## src/rtl/sevenseg_scan_ctrl.sv

```systemverilog
// Time-multiplexed scan controller for a common-anode seven-segment display.
// One shared decoder; frame-aligned double buffering of the digit contents.
module sevenseg_scan_ctrl #(
  parameter int NUM_DIGITS = 4,
  parameter int DWELL      = 1000,
  parameter int GUARD      = 2
) (
  input  logic                          clk,
  input  logic                          rst,
  input  logic                          load,
  input  logic [4*NUM_DIGITS-1:0]       load_data,
  input  logic [NUM_DIGITS-1:0]         load_blank,
  output logic [3:0]                    dec_data,
  input  logic [6:0]                    dec_segments,
  output logic [6:0]                    seg_out,
  output logic [NUM_DIGITS-1:0]         digit_en,
  output logic [$clog2(NUM_DIGITS)-1:0] digit_idx,
  output logic                          frame_done
);

  localparam int IW      = $clog2(NUM_DIGITS);
  localparam int CNT_MAX = (DWELL > GUARD) ? DWELL : GUARD;
  localparam int CW      = (CNT_MAX > 1) ? $clog2(CNT_MAX) : 1;

  localparam logic [CW-1:0] GUARD_LAST = CW'(GUARD - 1);
  localparam logic [CW-1:0] DWELL_LAST = CW'(DWELL - 1);
  localparam logic [IW-1:0] IDX_LAST   = IW'(NUM_DIGITS - 1);

  typedef enum logic {
    BLANK = 1'b0,
    DRIVE = 1'b1
  } state_t;

  state_t                  state, state_d;
  logic [CW-1:0]           cnt, cnt_d;
  logic [IW-1:0]           idx_d;
  logic [NUM_DIGITS-1:0]   en_d;
  logic [NUM_DIGITS-1:0]   onehot;
  logic [6:0]              seg_d;
  logic                    frame_done_d;

  logic [4*NUM_DIGITS-1:0] act_data, shadow_data;
  logic [NUM_DIGITS-1:0]   act_blank, shadow_blank;
  logic                    pending;
  logic                    wrap;

  assign dec_data = act_data[digit_idx*4 +: 4];
  assign onehot   = {{(NUM_DIGITS-1){1'b0}}, 1'b1} << digit_idx;
  assign wrap     = (state == DRIVE) && (cnt == DWELL_LAST) && (digit_idx == IDX_LAST);

  always_comb begin
    state_d      = state;
    cnt_d        = cnt + 1'b1;
    idx_d        = digit_idx;
    en_d         = digit_en;
    seg_d        = seg_out;
    frame_done_d = 1'b0;
    case (state)
      BLANK: begin
        en_d  = '0;
        seg_d = '0;
        if (cnt == GUARD_LAST) begin
          state_d = DRIVE;
          cnt_d   = '0;
          en_d    = act_blank[digit_idx] ? '0 : onehot;
          seg_d   = dec_segments;
        end
      end
      DRIVE: begin
        seg_d = dec_segments;
        if (cnt == DWELL_LAST) begin
          state_d      = BLANK;
          cnt_d        = '0;
          en_d         = '0;
          seg_d        = '0;
          idx_d        = (digit_idx == IDX_LAST) ? '0 : digit_idx + 1'b1;
          frame_done_d = (digit_idx == IDX_LAST);
        end
      end
      default: state_d = BLANK;
    endcase
  end

  always_ff @(posedge clk) begin
    if (rst) begin
      state      <= BLANK;
      cnt        <= '0;
      digit_idx  <= '0;
      digit_en   <= '0;
      seg_out    <= '0;
      frame_done <= 1'b0;
    end else begin
      state      <= state_d;
      cnt        <= cnt_d;
      digit_idx  <= idx_d;
      digit_en   <= en_d;
      seg_out    <= seg_d;
      frame_done <= frame_done_d;
    end
  end

  // load is a bare one-cycle strobe with no backpressure: it is always accepted.
  // Data lands in the shadow buffer and is promoted only on the wrap edge.
  always_ff @(posedge clk) begin
    if (rst) begin
      act_data     <= '0;
      act_blank    <= '0;
      shadow_data  <= '0;
      shadow_blank <= '0;
      pending      <= 1'b0;
    end else begin
      if (load) begin
        shadow_data  <= load_data;
        shadow_blank <= load_blank;
      end
      if (wrap) begin
        pending <= 1'b0;
        if (load) begin
          act_data  <= load_data;
          act_blank <= load_blank;
        end else if (pending) begin
          act_data  <= shadow_data;
          act_blank <= shadow_blank;
        end
      end else if (load) begin
        pending <= 1'b1;
      end
    end
  end

endmodule
```

## config.mk

```make
export PLATFORM = sky130hd
export DESIGN_NAME = sevenseg_scan_ctrl
export DESIGN_NICKNAME = d
export VERILOG_FILES = /design/src/rtl/sevenseg_scan_ctrl.sv
export SDC_FILE = /design/constraint.sdc
export NUM_CORES = 1
export LEC_CHECK = 0
export CORE_ASPECT_RATIO = 0.7
export CORE_MARGIN = 5
export CORE_UTILIZATION = 52
export DETAILED_ROUTE_END_ITERATION = 8
export PLACE_DENSITY = 0.78
export SYNTH_ARGS = -nofsm -noshare
export SYNTH_HDL_FRONTEND = slang
export SYNTH_SLANG_ARGS = --single-unit
```

## constraint.sdc

```tcl
create_clock -name clk -period 2.4 [get_ports clk]
set_clock_uncertainty 0.15 [all_clocks]
set_input_delay 0.48 -clock clk [delete_from_list [all_inputs] [get_ports clk]]
set_output_delay 0.48 -clock clk [all_outputs]
set_load 0.005 [all_outputs]
```

==> results.toml, run 1 <==
[outcome]
outcome = "finished clean"

[floorplanning]
start_util_pct = 53.93
die_h_microns = 71.78
core_area_sq_um = 5258
die_area_sq_um = 7053
fp.dieW_microns = 98.26
ioPinCount = 48
row_count = 22

[cells_and_area]
antenna_cells = 0
syn2layout_area_growth_pct = 30.41
drive_above_1_share_pct = 20.74
fin_nets = 354

[synth]
synthArstFlopShare_pct = 0
synth.area.top_cells = "dfxtp_1, mux2_4, mux2i_1, nor2b_1, mux4_2"
syn-num-nets = 297
netlist_area_sq_um = 2835
synth.largest_area_cell = "dfxtp_1"
synth_top_area_share_pct = 46.60
post-synth-top-count-cell = "dfxtp_1"
synth.avg_cell_area_sq_um = 10.86
yosysWarnings = 0
synth-main-ff-cell = "dfxtp_1"
synth_edf_count = 0
yosysSeqAreaShare_pct = 46.60
ys_seq_elements = 66
syn_inst = 261
yosysUniqueCellTypes = 35
synthTopCellsByCount = "dfxtp_1, nor2_1, mux2i_1"

[critical_path]
worst-path-buf-inv = 3
cp_top_family = "buffers and inverters"
cp_slowest_cell = "mux4_2"
setup.worst_path.start_class = "flop"
path_class = "flop to output pin"
worstPathMaxFanout = 3
r2r_slack_ns = 0.18
arrival_ns = 1.70
slowest_delay_ns = 0.50
worstPathRequired_ns = 1.77
cp-end-kind = "output pin"
crit_chain = "buf_6 -> buf_4 -> mux4_2 -> dlygate4sd2_1"

[drt]
drtIter0Drc = 105
drc = 0
drtAntennaViolNets = 0
vias = 2026
detail_route.first_pass.iterations = 4
via_per_inst = 5.129
postRouteWirelength_mm = 5.618
wl_per_cell_microns = 14.22

[grt]
antenna_found_initial = 0
track_usage_pct = 17.72
grt_max_degree = 26
grt_pass1_wl_mm = 9.887
grt_pass1_vias = 2104
overflow = 0

[job]
cap_violations = 0

[power]
ir_worst_vdd_v = 0.0005032
powerDensity_nw_per_um2 = 721.3
p_leak_nw = 1.518

[timing]
period_minus_slack_ns = 2.331
fmax_ghz = 0.4290
tns_ns = 0
worstMarginPinSlew_ns = 0.4054
hold_violations = 0
period_share_pct = 97.11
setup_violations = 0
slew_headroom_pct = 72.72
worst_slack_ns = 0.06925
slew_violations = 0
rsz0062_at_grt = "false"

[clock_network]
cts_sinks = 66
ctsHoldBuffers = 0
ctsRootBufferMaster = "clkbuf_8"
clk_pin_slew_worst_paths_ns = 0.07
clock_latency_ns = 0.34
tritoncts = "done"
clk_path_buf_depth = 2
cts_buffers = 9
cts-htree-levels = 3

[placed_design]
place_ws_ns = 0.03951
place_congestion = 0.7635
portBuffers = 47
dp_hpwl_mm = 3.888

[min_path]
hp-class = "flop to flop"
==> where the power goes <==
part / switching (mW) / total (mW) / internal (mW)
combinational: 0.119 / 0.262 / 0.143
sequential: 0.0243 / 1.17 / 1.14
clock: 0.442 / 1.24 / 0.795
==> through the flow <==
| step | std cells | hold WS [ns] | cell area, sq um | power [mW] | util [%] |
|---|---|---|---|---|---|
| global route | 395 | 0.3357 | 3697 | 2.775 | 70.32 |
| detailed placement | 377 | 0.3023 | 3415 | 1.455 | 64.95 |
| global placement | 377 | 0.2917 | 3415 | 1.450 | 64.95 |
| CTS | 395 | 0.3120 | 3696 | 2.693 | 70.30 |
| finish | 395 | 0.3072 | 3697 | 2.667 | 70.32 |
| floorplan | 261 | 0.2979 | 2835 | 1.327 | - |
==> layout by cell type, fill, tap and decap left out, types with 5 or more instances in the layout <==
cell type / count
a211oi_1: 6
a21oi_1: 8
buf_4: 14
clkbuf_8: 9
clkdlybuf4s50_1: 44
dfxtp_1: 64
ha_1: 6
inv_1: 14
mux2_4: 20
mux2i_1: 21
mux4_2: 5
nand2_1: 12
nor2_1: 25
nor2b_1: 20
nor3_1: 5
==> tightest hold or removal path, delay by kind of cell, from the launching register on <==
family,cells,cell delay (ns)
compound gates,1,0.05
buf+inv,1,0.05
flops,1,0.31
==> timing repair <==
action	CTS	global route
resized for setup	5	1
pin swaps	0	0
setup endpoints to repair	4	1
setup buffers	2	0
==> cell type report <==
class                      instances  area (sq um)
clock buffer                       9         123.9
clock inverter                     7         141.4
fill                             404          1560
inverter                          14         52.55
multi-input combinational        165          1383
sequential                        66          1324
tap                               72         90.09
timing repair buffer              62         583.1
==> kinds of logic after synthesis <==
family | after synthesis | synth area share [%]
AOI/OAI and AO/OA | 27 | 6.575
xor gates and xnor gates | 3 | 0.9269
adders and majority gates | 6 | 2.648
buffers and inverters | 30 | 4.634
DFF | 66 | 46.60
muxes | 47 | 22.37
and+or+nand+nor | 82 | 16.24
==> flip-flops by register name, indices dropped and copies added (netlist names), 2 cells and up <==
signal / flops
cnt: 10
seg_out: 7
shadow_data: 16
digit_en: 4
act_blank: 4
digit_idx: 2
act_data: 16
shadow_blank: 4
==> final timing paths <==
kind                startpoint      endpoint  cells after the start
setup / recovery  digit_idx[0]   dec_data[3]                      4
hold / removal     digit_en[2]   digit_en[2]                      2
setup reg to reg  digit_idx[0]  act_data[10]                      6
hold reg to reg    digit_en[2]   digit_en[2]                      2
==> layer usage <==
metal	GRT usage, %	up-vias	routed length, microns
met3	7.588	6	412
met4	7.121	0	78
li1	-	1026	-
met1	22.65	942	2689
met2	26.55	52	2437
met5	0	-	0
(Power assumes the default switching activity.)
==> inputs of run 2 (changes only) <==
Settings changed: CTS_CLUSTER_SIZE from default to 10.
==> results of run 2 <==
No change in the layout: final DEF, timing and power equal those of run 1.
